[src/rtl/march_bist_pkg.sv]
// Shared types, March element tables and small helpers for the March BIST engine.
// The element tables are the only place the MATS+ and March C- algorithms are described.
package march_bist_pkg;

   localparam int ELEM_W = 3;

   typedef enum logic [1:0] {ST_IDLE, ST_RUN, ST_DRAIN, ST_DONE} state_e;

   typedef enum logic [1:0] {OP_W0, OP_W1, OP_R0, OP_R1} op_e;

   // dir = 1 walks addresses N-1..0; ops[0] is issued first at each address
   typedef struct packed {
      logic       dir;
      logic [1:0] nops;
      op_e  [1:0] ops;
   } elem_t;

   localparam logic [ELEM_W-1:0] MATS_LAST   = 3'd2;
   localparam logic [ELEM_W-1:0] MARCHC_LAST = 3'd5;

   function automatic elem_t mk_elem(input logic dir, input logic [1:0] nops,
                                     input op_e first, input op_e second);
      elem_t e;
      e.dir    = dir;
      e.nops   = nops;
      e.ops[0] = first;
      e.ops[1] = second;
      return e;
   endfunction

   localparam elem_t MATS_TBL [3] = '{
      mk_elem(1'b0, 2'd1, OP_W0, OP_W0),
      mk_elem(1'b0, 2'd2, OP_R0, OP_W1),
      mk_elem(1'b1, 2'd2, OP_R1, OP_W0)
   };

   localparam elem_t MARCHC_TBL [6] = '{
      mk_elem(1'b0, 2'd1, OP_W0, OP_W0),
      mk_elem(1'b0, 2'd2, OP_R0, OP_W1),
      mk_elem(1'b0, 2'd2, OP_R1, OP_W0),
      mk_elem(1'b1, 2'd2, OP_R0, OP_W1),
      mk_elem(1'b1, 2'd2, OP_R1, OP_W0),
      mk_elem(1'b0, 2'd1, OP_R0, OP_R0)
   };

   function automatic logic elem_dir(input logic alg, input logic [ELEM_W-1:0] idx);
      elem_dir = 1'b0;
      if (alg) begin
         if (idx <= MARCHC_LAST) elem_dir = MARCHC_TBL[idx].dir;
      end else if (idx <= MATS_LAST) begin
         elem_dir = MATS_TBL[idx[1:0]].dir;
      end
   endfunction

   function automatic logic [1:0] elem_nops(input logic alg, input logic [ELEM_W-1:0] idx);
      elem_nops = 2'd1;
      if (alg) begin
         if (idx <= MARCHC_LAST) elem_nops = MARCHC_TBL[idx].nops;
      end else if (idx <= MATS_LAST) begin
         elem_nops = MATS_TBL[idx[1:0]].nops;
      end
   endfunction

   function automatic op_e elem_op(input logic alg, input logic [ELEM_W-1:0] idx, input logic sel);
      elem_op = OP_W0;
      if (alg) begin
         if (idx <= MARCHC_LAST) elem_op = MARCHC_TBL[idx].ops[sel];
      end else if (idx <= MATS_LAST) begin
         elem_op = MATS_TBL[idx[1:0]].ops[sel];
      end
   endfunction

   function automatic logic op_is_write(input op_e op);
      return (op == OP_W0) || (op == OP_W1);
   endfunction

   // "1" ops use the inverted background
   function automatic logic op_is_inv(input op_e op);
      return (op == OP_W1) || (op == OP_R1);
   endfunction

   function automatic logic [63:0] checker_word();
      return {32{2'b01}};
   endfunction

endpackage

[src/rtl/march_bist_cmp.sv]
// Read-tag delay line and comparator: lines each read's expected word up with the
// returning memory data, counts miscompares and latches the first failing access.
module march_bist_cmp
   import march_bist_pkg::*;
#(
   parameter int ADDR_W = 8,
   parameter int DATA_W = 4,
   parameter int RD_LAT = 3,
   parameter int ERR_W  = 16
) (
   input  logic              clk,
   input  logic              rst,
   input  logic              clr,
   input  logic              rd_vld,
   input  logic [DATA_W-1:0] rd_exp,
   input  logic [ADDR_W-1:0] rd_addr,
   input  logic [ELEM_W-1:0] rd_elem,
   input  logic [DATA_W-1:0] mem_rdata,
   output logic [ERR_W-1:0]  err_cnt,
   output logic [ADDR_W-1:0] fail_addr,
   output logic [ELEM_W-1:0] fail_elem,
   output logic [DATA_W-1:0] fail_exp,
   output logic [DATA_W-1:0] fail_act
);

   typedef struct packed {
      logic              vld;
      logic [DATA_W-1:0] exp;
      logic [ADDR_W-1:0] addr;
      logic [ELEM_W-1:0] elem;
   } tag_t;

   tag_t pipe [RD_LAT];
   tag_t tail;
   logic miss;

   // Stage 0 is loaded on the issue edge, so the tail meets the data RD_LAT edges later
   always_ff @(posedge clk) begin
      if (rst || clr) begin
         for (int i = 0; i < RD_LAT; i++) pipe[i] <= '0;
      end else begin
         pipe[0] <= '{rd_vld, rd_exp, rd_addr, rd_elem};
         for (int i = 1; i < RD_LAT; i++) pipe[i] <= pipe[i-1];
      end
   end

   assign tail = pipe[RD_LAT-1];
   assign miss = tail.vld && (tail.exp != mem_rdata);

   always_ff @(posedge clk) begin
      if (rst || clr) begin
         err_cnt   <= '0;
         fail_addr <= '0;
         fail_elem <= '0;
         fail_exp  <= '0;
         fail_act  <= '0;
      end else if (miss) begin
         if (err_cnt != '1) err_cnt <= err_cnt + 1'b1;
         if (err_cnt == '0) begin
            fail_addr <= tail.addr;
            fail_elem <= tail.elem;
            fail_exp  <= tail.exp;
            fail_act  <= mem_rdata;
         end
      end
   end

endmodule

[src/rtl/march_bist_engine.sv]
// March BIST sequencer: walks the selected element table over the RAM one op per cycle,
// then drains the read pipeline before reporting done/pass.
module march_bist_engine
   import march_bist_pkg::*;
#(
   parameter int ADDR_W = 8,
   parameter int DATA_W = 4,
   parameter int RD_LAT = 3,
   parameter int ERR_W  = 16
) (
   input  logic              clk,
   input  logic              rst,
   input  logic              start,
   input  logic              alg_sel,
   input  logic              bg_sel,
   output logic              busy,
   output logic              done,
   output logic              pass,
   output logic [ERR_W-1:0]  err_cnt,
   output logic [ADDR_W-1:0] fail_addr,
   output logic [2:0]        fail_elem,
   output logic [DATA_W-1:0] fail_exp,
   output logic [DATA_W-1:0] fail_act,
   output logic [ADDR_W-1:0] mem_addr,
   output logic [DATA_W-1:0] mem_wdata,
   output logic              mem_we,
   output logic              mem_re,
   input  logic [DATA_W-1:0] mem_rdata
);

   localparam logic [63:0]       CB_FULL    = checker_word();
   localparam logic [DATA_W-1:0] BG_CB      = CB_FULL[DATA_W-1:0];
   localparam logic [2:0]        DRAIN_LAST = 3'(RD_LAT);

   state_e              state;
   logic                alg;
   logic [DATA_W-1:0]   bg;
   logic [ELEM_W-1:0]   elem;
   logic                op_idx;
   logic [ADDR_W-1:0]   addr;
   logic [DATA_W-1:0]   op_data;
   logic [2:0]          drain_cnt;

   logic                cur_dir, n_dir;
   logic                op_last, addr_end, run_last, start_acc;
   logic [ELEM_W-1:0]   n_elem;
   logic                n_op;
   logic [ADDR_W-1:0]   n_addr;
   op_e                 n_code;

   // The counters name the op currently on the bus; this works out the one after it
   always_comb begin
      cur_dir  = elem_dir(alg, elem);
      op_last  = (elem_nops(alg, elem) == 2'd1) || op_idx;
      addr_end = cur_dir ? (addr == '0) : (addr == '1);
      run_last = op_last && addr_end && (elem == (alg ? MARCHC_LAST : MATS_LAST));
      n_elem   = elem;
      n_op     = 1'b0;
      n_addr   = addr;
      if (!op_last) n_op = 1'b1;
      else if (!addr_end) n_addr = cur_dir ? addr - 1'b1 : addr + 1'b1;
      else n_elem = elem + 3'd1;
      n_dir = elem_dir(alg, n_elem);
      if (op_last && addr_end) n_addr = n_dir ? '1 : '0;
      n_code = elem_op(alg, n_elem, n_op);
   end

   assign start_acc = start && ((state == ST_IDLE) || (state == ST_DONE));

   // Start edge already presents the first op (w0 at address 0, common to both algorithms)
   always_ff @(posedge clk) begin
      if (rst) begin
         state     <= ST_IDLE;
         alg       <= 1'b0;
         bg        <= '0;
         elem      <= '0;
         op_idx    <= 1'b0;
         addr      <= '0;
         op_data   <= '0;
         drain_cnt <= '0;
         mem_we    <= 1'b0;
         mem_re    <= 1'b0;
         busy      <= 1'b0;
         done      <= 1'b0;
         pass      <= 1'b0;
      end else begin
         case (state)
            ST_IDLE, ST_DONE: begin
               if (start) begin
                  state   <= ST_RUN;
                  alg     <= alg_sel;
                  bg      <= bg_sel ? BG_CB : '0;
                  op_data <= bg_sel ? BG_CB : '0;
                  elem    <= '0;
                  op_idx  <= 1'b0;
                  addr    <= '0;
                  mem_we  <= 1'b1;
                  mem_re  <= 1'b0;
                  busy    <= 1'b1;
                  done    <= 1'b0;
                  pass    <= 1'b0;
               end
            end
            ST_RUN: begin
               if (run_last) begin
                  state     <= ST_DRAIN;
                  mem_we    <= 1'b0;
                  mem_re    <= 1'b0;
                  drain_cnt <= '0;
               end else begin
                  elem    <= n_elem;
                  op_idx  <= n_op;
                  addr    <= n_addr;
                  mem_we  <= op_is_write(n_code);
                  mem_re  <= !op_is_write(n_code);
                  op_data <= op_is_inv(n_code) ? ~bg : bg;
               end
            end
            ST_DRAIN: begin
               if (drain_cnt == DRAIN_LAST) begin
                  state <= ST_DONE;
                  busy  <= 1'b0;
                  done  <= 1'b1;
                  pass  <= (err_cnt == '0);
               end else begin
                  drain_cnt <= drain_cnt + 3'd1;
               end
            end
            default: state <= ST_IDLE;
         endcase
      end
   end

   assign mem_addr  = addr;
   assign mem_wdata = op_data;

   march_bist_cmp #(
      .ADDR_W (ADDR_W),
      .DATA_W (DATA_W),
      .RD_LAT (RD_LAT),
      .ERR_W  (ERR_W)
   ) u_cmp (
      .clk       (clk),
      .rst       (rst),
      .clr       (start_acc),
      .rd_vld    (mem_re),
      .rd_exp    (op_data),
      .rd_addr   (addr),
      .rd_elem   (elem),
      .mem_rdata (mem_rdata),
      .err_cnt   (err_cnt),
      .fail_addr (fail_addr),
      .fail_elem (fail_elem),
      .fail_exp  (fail_exp),
      .fail_act  (fail_act)
   );

endmodule
[config.mk]
export PLATFORM = sky130hd
export DESIGN_NAME = march_bist_engine
export DESIGN_NICKNAME = d
export VERILOG_FILES = /design/src/rtl/march_bist_pkg.sv /design/src/rtl/march_bist_cmp.sv /design/src/rtl/march_bist_engine.sv
export SDC_FILE = /design/constraint.sdc
export NUM_CORES = 1
export LEC_CHECK = 0
export CAP_MARGIN = 20
export CELL_PAD_IN_SITES_DETAIL_PLACEMENT = 1
export CELL_PAD_IN_SITES_GLOBAL_PLACEMENT = 2
export CORE_AREA = 5 5 127 129
export CTS_CLUSTER_SIZE = 28
export DETAILED_ROUTE_END_ITERATION = 10
export DIE_AREA = 0 0 132 134
export GPL_TIMING_DRIVEN = 1
export HOLD_SLACK_MARGIN = 0.06
export PLACE_DENSITY = 0.76
export SLEW_MARGIN = 20
export SYNTH_ARGS = -nofsm -noshare
export SYNTH_HDL_FRONTEND = slang
export SYNTH_SLANG_ARGS = --single-unit
[constraint.sdc]
create_clock -name clk -period 2.86 [get_ports clk]
set_clock_uncertainty 0.15 [all_clocks]
set_input_delay 0.286 -clock clk [delete_from_list [all_inputs] [get_ports clk]]
set_output_delay 0.286 -clock clk [all_outputs]
set_load 0.05 [all_outputs]
* Word-level counts from Yosys, hierarchy flattened
Memories as Yosys holds them, arrays and structs flattened.
Cells that the tools add are included.
** Storage, ports and cells
- Register bits after elaboration :: 66
- Memories kept :: 3
- Memory bits (writable) :: 48
- Output and inout bits :: 52
- Word-level logic and storage cells :: 162
- Memory bits (read-only) :: 112
- Input port bits :: 9
** Operators by class
- Add/subtract/negate cells :: 5
- Bitwise operators :: 8
- Eq/ne operators :: 18
- Mux-type cells :: 74
- Order comparisons :: 9
- Reduce and logical (&&, ||, !) cells :: 27
** Memories
- (name not given) :: words 8, bits a word 7, read ports 1, clocked after memory_dff 0, wr ports 0, RTL line march_bist_pkg.sv:67 : if (idx <= MARCHC_LAST) elem_op = MARCHC_TBL[idx].ops[sel];
- (name not given) :: words 8, bits a word 7, read ports 1, clocked after memory_dff 0, wr ports 0, RTL line march_bist_pkg.sv:58 : if (idx <= MARCHC_LAST) elem_nops = MARCHC_TBL[idx].nops;
- u_cmp.pipe :: words 3, bits a word 16, read ports 3, clocked after memory_dff 0, wr ports 3, RTL line march_bist_cmp.sv:33 : tag_t pipe [RD_LAT];
** Operators by type and width (count)
- $mux 7 :: 8
- $mux 8 :: 7
- $mux 16 :: 3
- $bmux 7 s2 :: 2
- $mux 2 :: 13
- $mux 3 :: 8
- $mux 1 :: 19
- $add 16x1->16 const B :: 1
- $logic_not 16->1 :: 1
- $ne 16x16->1 const B :: 1
- $pmux 8 s2 :: 1
- $mux 4 :: 3
- $pmux 1 s2 :: 6
- $pmux 3 s2 :: 2
- $reduce_and 3->1 :: 4
- $ne 2x2->1 const B :: 5
- $add 8x1->8 const B :: 1
- $eq 8x8->1 const B :: 1
- $ge 4x4->1 const B :: 2
- $logic_not 8->1 :: 1
- $not 3->4 :: 2
- $pmux 4 s2 :: 1
- $reduce_and 2->1 :: 4
- $sub 8x1->8 const B :: 1
- 22 further kinds :: 44

* Longest topological paths before layout
Gate-level depths: netlist of the first run.
- Depth in word-level cells :: 22
- Depth in mapped cells :: 14
- Depth with buffers taken out :: 14

* Cells and area by module
A second synthesis of the first run with hierarchy kept.
** Unflattened totals
- Cells, all modules :: 575
- Area, all modules :: 5074.9 um2
** By module, submodules not included
- march_bist_cmp :: cells each 305, sequential area each 1661.6 um2, area each 2994.1 um2, instances 1
- march_bist_engine :: cells each 270, sequential area each 520.5 um2, area each 2080.7 um2, instances 1

* Least setup slack after synthesis of the first run
OpenSTA, ideal clock, no wires.
- Path type :: register to register
- Start point :: register elem[1]
- End point :: register addr[7], in the netlist mem_addr[7]
- Buffers on the path :: 0
- Arrival time :: 2.748 ns
- Required time :: 2.593 ns
- Library setup time :: 0.117 ns
- Cell stages (with the launch flop) :: 13
- Path slack :: -0.155 ns
- Clock period less this slack :: 3.015 ns
- Cell sequence :: dfxtp_1 inv_2 ha_1 and2b_4 o32ai_4 ha_1 a21o_1 a21oi_1 o21ai_0 o41ai_1 xnor2_1 a21o_1 a22o_1
** Between the ends
- Cells in the longest elaborated chain, start to end :: 19
- Elaborated cells between the ends (all ways) :: 49
- Classes of those cells :: 1 x add/sub; 4 x order compare; 5 x eq/ne; 29 x mux; 4 x bitwise; 4 x reduce/logical; 2 x memory
** RTL lines
- from (decl) :: RTL line march_bist_engine.sv:38 : logic [ELEM_W-1:0] elem;
- from (signal assigned) :: RTL line march_bist_engine.sv:111 : elem <= n_elem;
- $not 3->4 (not written as such) / $not 2->3 (equally long branches)
- $mem_v2 8x7 / $bmux 7 s2 (equally long branches)
- $mux 7, on equally long branches (2 in series) :: RTL line march_bist_pkg.sv:58, march_bist_pkg.sv:60
- $mux 1 (tied with other cells) :: RTL line march_bist_pkg.sv:49 : if (idx <= MARCHC_LAST) elem_dir = MARCHC_TBL[idx].dir;
- $mux 1 / $mux 2 (equally long branches) :: RTL line march_bist_pkg.sv:48, march_bist_pkg.sv:57
- $mux 1 / $eq 2x1->1 (equally long branches) :: RTL line march_bist_engine.sv:55, march_bist_engine.sv:54
- $mux 3 / $logic_or 1x1->1 (equally long branches) :: RTL line march_bist_engine.sv:61, march_bist_engine.sv:54
- $mux 3 :: RTL line march_bist_engine.sv:60 : if (!op_last) n_op = 1'b1;
- $not 3->4 (not written as such) / $not 2->3 (equally long branches) :: RTL line march_bist_pkg.sv:49, march_bist_pkg.sv:51
- $mem_v2 8x7 / $bmux 7 s2 (equally long branches)
- $mux 7, on equally long branches (2 in series)
- $mux 1, on equally long branches :: RTL line march_bist_pkg.sv:49, march_bist_pkg.sv:50
- $mux 1 :: RTL line march_bist_pkg.sv:48 : if (alg) begin
- $mux 8 (2 in series) :: RTL line march_bist_engine.sv:64 : if (op_last && addr_end) n_addr = n_dir ? '1 : '0;
- $mux 8 :: RTL line march_bist_engine.sv:105 : if (run_last) begin
- $pmux 8 s2 :: RTL line march_bist_engine.sv:87 : case (state)
- to (signal assigned) :: RTL line march_bist_engine.sv:113 : addr <= n_addr;
- to (decl) :: RTL line march_bist_engine.sv:40 : logic [ADDR_W-1:0] addr;
Several ways; a longest one is shown, not always the timed one. The select of a mux whose other input is x is not followed.
A chain may end at the register's enable or synchronous reset.

* Worst setup path in the final report of the first run
Same ends and word-level chain as after synthesis.

==> summary.md, run 1 <==
| Metric | Value |
|---|---|
| R2R Path End | `mem_addr[7]` |
| Area Overhead vs Synth | `30.5%` |
| CP peak stage delay | `0.38 ns` |
| Routed Wire Length | `11,500 µm` |
| Core area | `14,900 µm²` |
| Post-synth top flop | `dfxtp_1` |
| Post-synthesis adder-cell area fraction | `under 10%` |
| GRT Total Usage | `around an eighth` |
| Synth warn | `0` |
| Combinational family with the most area after synthesis | `simple AND/OR/NAND/NOR gates` |
| R2r worst-path depth | `12` |
| I/O pin count | `between 60 and 70` |
| Cells after Synth | `489` |
| Post-synthesis simple-gate area fraction | `22.9%` |
| CTS Buffer Depth | `2` |
| Die W | `132 µm` |
| Pins Over Slew Limit | `0` |
| Routed WL per cell | `around 15 µm` |
| Reg2Reg Setup Slack | `0.15 ns` |
| Worst path cell trace | `inv_6 > ha_4 > and2b_4 > o32ai_4 > ha_1 > a21o_1 > a21oi_2 > o21ai_2 > o41ai_2 > xnor2_1 > a21o_1 > a22o_1` |
| Vias per inst | `4.79` |
| Nets | `602` |
| Hold path cells | `1` |
| Fmax | `369 MHz` |
| Port bufs | `60` |
| Final GP Congestion | `0.923` |
| Pwr Density | `602 nW/µm²` |
| TritonCTS clock tree | `built` |
| Vias in the first global route | `between 3,000 and 4,000` |
| Std-Cell Rows | `45` |
| Post-synth ARST share | `0%` |
| HP Start | `u_cmp.pipe[0][7]` |
| Initial antenna violation count | `0` |
| Worst slew pin tran | `between 0.6 and 0.7 ns` |
| XOR/XNOR Fraction of Synth Area | `under 10%` |
| Yosys cell types | `67` |
| Reg clk slew, reported paths | `0.07 ns` |
| DR DRC count | `0` |
| CP dominant cell by count | `a21o_1` |
| Fin crit period | `2.71 ns` |
| DRT Pass-1 Iters | `4` |
| Largest net degree at the start of global routing | `39` |
| Max-slew headroom | `56.2%` |
| DP Cell Count | `750` |
| Synthesized flop and latch total | `a little over 100` |
| Crit-path leading delay family | `compound AO/OA/AOI/OAI gates` |
| Core Util, Final | `39.7%` |
| Max_cap viols | `0` |
| Antenna Nets Post-Route | `0` |
| DIE AREA | `around 18,000 µm²` |
| Setup crit end kind | `flip-flop` |
| Die height | `134 µm` |
| Layout cells sized above 1 | `16.7%` |
| Grt ovf | `0` |
| Final worst-path cycle share | `between 90% and 100%` |
| CP max-delay cell | `dfxtp_4` |
| Hold endpoint | `u_cmp.pipe[0][23]` |
| Ant diodes | `0` |
| Worst Setup SP | `elem[1]` |
| FF-to-FF Start | `elem[1]` |
| Setup tns final | `0 ns` |
| Final Non-Filler Cells | `768` |
| Critical Path RT | `2.95 ns` |
| Root Driver | `clkbuf_16` |
| Initial core utilization | `30.4%` |
| Syn_nets | `516` |
| Final Hold Fails | `0` |
| Status | `completed` |
| First-pass GRT wire length | `19,400 µm` |
| Initial DRC count | `249` |
| Synth Area in Compound Gates | `12.9%` |
| Post-DP HPWL | `8700 µm` |
| Crit Path Category | `reg -> reg` |
| Synth Area per Inst | `9.28 µm²` |
| Vias | `3,677` |
| Clock sinks | `101` |
| TritonCTS Buffers | `9` |
| Pleak | `between 2 and 2.5 nW` |
| Unrepaired setup endpoints after global routing | `true` |
| WP data arrival | `2.80 ns` |
| Sequential area share after synthesis | `44.6%` |
| Post-synthesis mux area share | `5.27%` |
| CP bufs+invs | `1` |
| Worst hold path class | `reg -> reg` |
| Max FO, Critical Path | `6` |
| VDD IR max | `0.000269 V` |
| H-tree level count | `3` |
| Clk_lat worst skew | `0.35 ns` |
| Post-synth EDFFs | `0` |
| Finish-stage setup viols | `0` |
| Startpoint Class | `flip-flop` |
| Post-Syn Area | `4540 µm²` |
[kinds of logic after synthesis]
kind of cell             count (synthesis)
AO/OA/AOI/OAI                           77
XOR/XNOR                                21
adder cells (fa/ha/maj)                 18
buffers and inverters                   45
flip-flops                             101
multiplexers                            23
AND/OR/NAND/NOR                        204
[what timing repair did]
| action | CTS | global route |
|---|---|---|
| buffers inserted | 0 | 2 |
| gates resized for setup | 1 | 11 |
| endpoints found under the setup margin | 2 | 14 |
| pin swaps | 1 | 7 |
| hold buffers | 0 | 0 |
[registers in the layout, summed over array words and instances (netlist names), 2 cells and up]
name and count:
u_cmp.fail_elem 3, u_cmp.pipe 42, mem_addr 8, u_cmp.fail_exp 2
drain_cnt 3, u_cmp.fail_addr 8, u_cmp.fail_act 4, state 2
u_cmp.err_cnt 16, elem 3, mem_wdata 2
[worst max path at each step]
stage | slack [ns] | cells past startpoint | endpoint
after floorplan | -0.04 | 12 | mem_addr[7]
after global placement | 0.05 | 12 | mem_addr[7]
after detailed placement | 0.01 | 15 | mem_addr[6]
after CTS | 0.01 | 12 | mem_addr[7]
after global routing | -0.02 | 12 | mem_wdata[2]
final | 0.15 | 12 | mem_addr[7]
[layout by cell type (no fill, tap or decap), drive strengths merged, types with 18 or more instances in the layout]
cell           instances
clkdlybuf4s50         60
mux2i                 22
nand2                 41
nor2                  61
dfxtp                101
o21ai                 18
a21oi                 22
inv                   25
and2                  39
buf                   38
[layout make-up]
class                           instances  area [µm²]
Fill cell                            1715        9000
Multi-Input combinational cell        343        2360
Sequential cell                       101        2030
Timing Repair Buffer                   98         890
Tap cell                              188         235
Clock buffer                            9         225
Clock inverter                          7        92.6
Inverter                               22        87.6
[synthesized netlist by cell type, types with 4 or more instances]
| master | count | area [µm²] |
|---|---|---|
| a21oi_1 | 21 | 105 |
| a22o_1 | 4 | 35.0 |
| and2_1 | 39 | 244 |
| buf_4 | 4 | 30.0 |
| buf_6 | 4 | 45.0 |
| clkbuf_1 | 12 | 45.0 |
| dfxtp_1 | 101 | 2020 |
| ha_1 | 17 | 213 |
| inv_1 | 18 | 67.6 |
| inv_2 | 4 | 15.0 |
| mux2i_1 | 21 | 210 |
| nand2_1 | 40 | 150 |
| nand3_1 | 13 | 65.1 |
| nand4_1 | 10 | 62.6 |
| nor2_1 | 60 | 225 |
| nor3_1 | 11 | 55.1 |
| nor4_1 | 6 | 37.5 |
| o21ai_0 | 17 | 85.1 |
| xnor2_1 | 13 | 114 |
| xor2_1 | 8 | 70.1 |
[per-stage QoR]
stage          area, µm²  hold WS [ns]  worst slack, ns  power [mW]
2_1_floorplan       4580         0.256          -0.0444        2.07
3_3_place_gp        5530         0.258           0.0547        2.30
3_5_place_dp        5530         0.264          0.00965        2.32
4_1_cts             5850         0.279          0.00953        3.61
5_1_grt             5920         0.290          -0.0171        3.75
6_report            5920         0.276            0.148        3.56
[where the power goes]
part | total, mW | internal [mW] | leakage [nW] | switching (mW)
registers | 1.51 | 1.46 | 0.817 | 0.0464
logic | 0.784 | 0.273 | 1.39 | 0.510
clock network | 1.27 | 0.701 | 0.155 | 0.573
[worst reg2reg max path: stages (launching register included)]
cell and delay [ns]:
dfxtp_4 0.38, inv_6 0.06, ha_4 0.11, and2b_4 0.18, o32ai_4 0.28, ha_1 0.29
a21o_1 0.18, a21oi_2 0.15, o21ai_2 0.08, o41ai_2 0.23, xnor2_1 0.13, a21o_1 0.17
a22o_1 0.22
[routing by layer]
metal	wire length [µm]	GRT usage [%]	vias up
li1	-	-	1838
met1	5470	17.0	1776
met2	5540	21.9	52
met3	299	2.10	11
met4	196	6.06	0
met5	0	0	-
Power figures use the tool's default switching activity.
==> run 2, diff against run 1 <==
--- a/config.mk
+++ b/config.mk
@@ -9,7 +9,6 @@
 export CELL_PAD_IN_SITES_DETAIL_PLACEMENT = 1
 export CELL_PAD_IN_SITES_GLOBAL_PLACEMENT = 2
 export CORE_AREA = 5 5 127 129
-export CTS_CLUSTER_SIZE = 28
 export DETAILED_ROUTE_END_ITERATION = 10
 export DIE_AREA = 0 0 132 134
 export GPL_TIMING_DRIVEN = 1
==> results of run 2 <==
No change in the layout: final DEF, timing and power equal those of run 1.
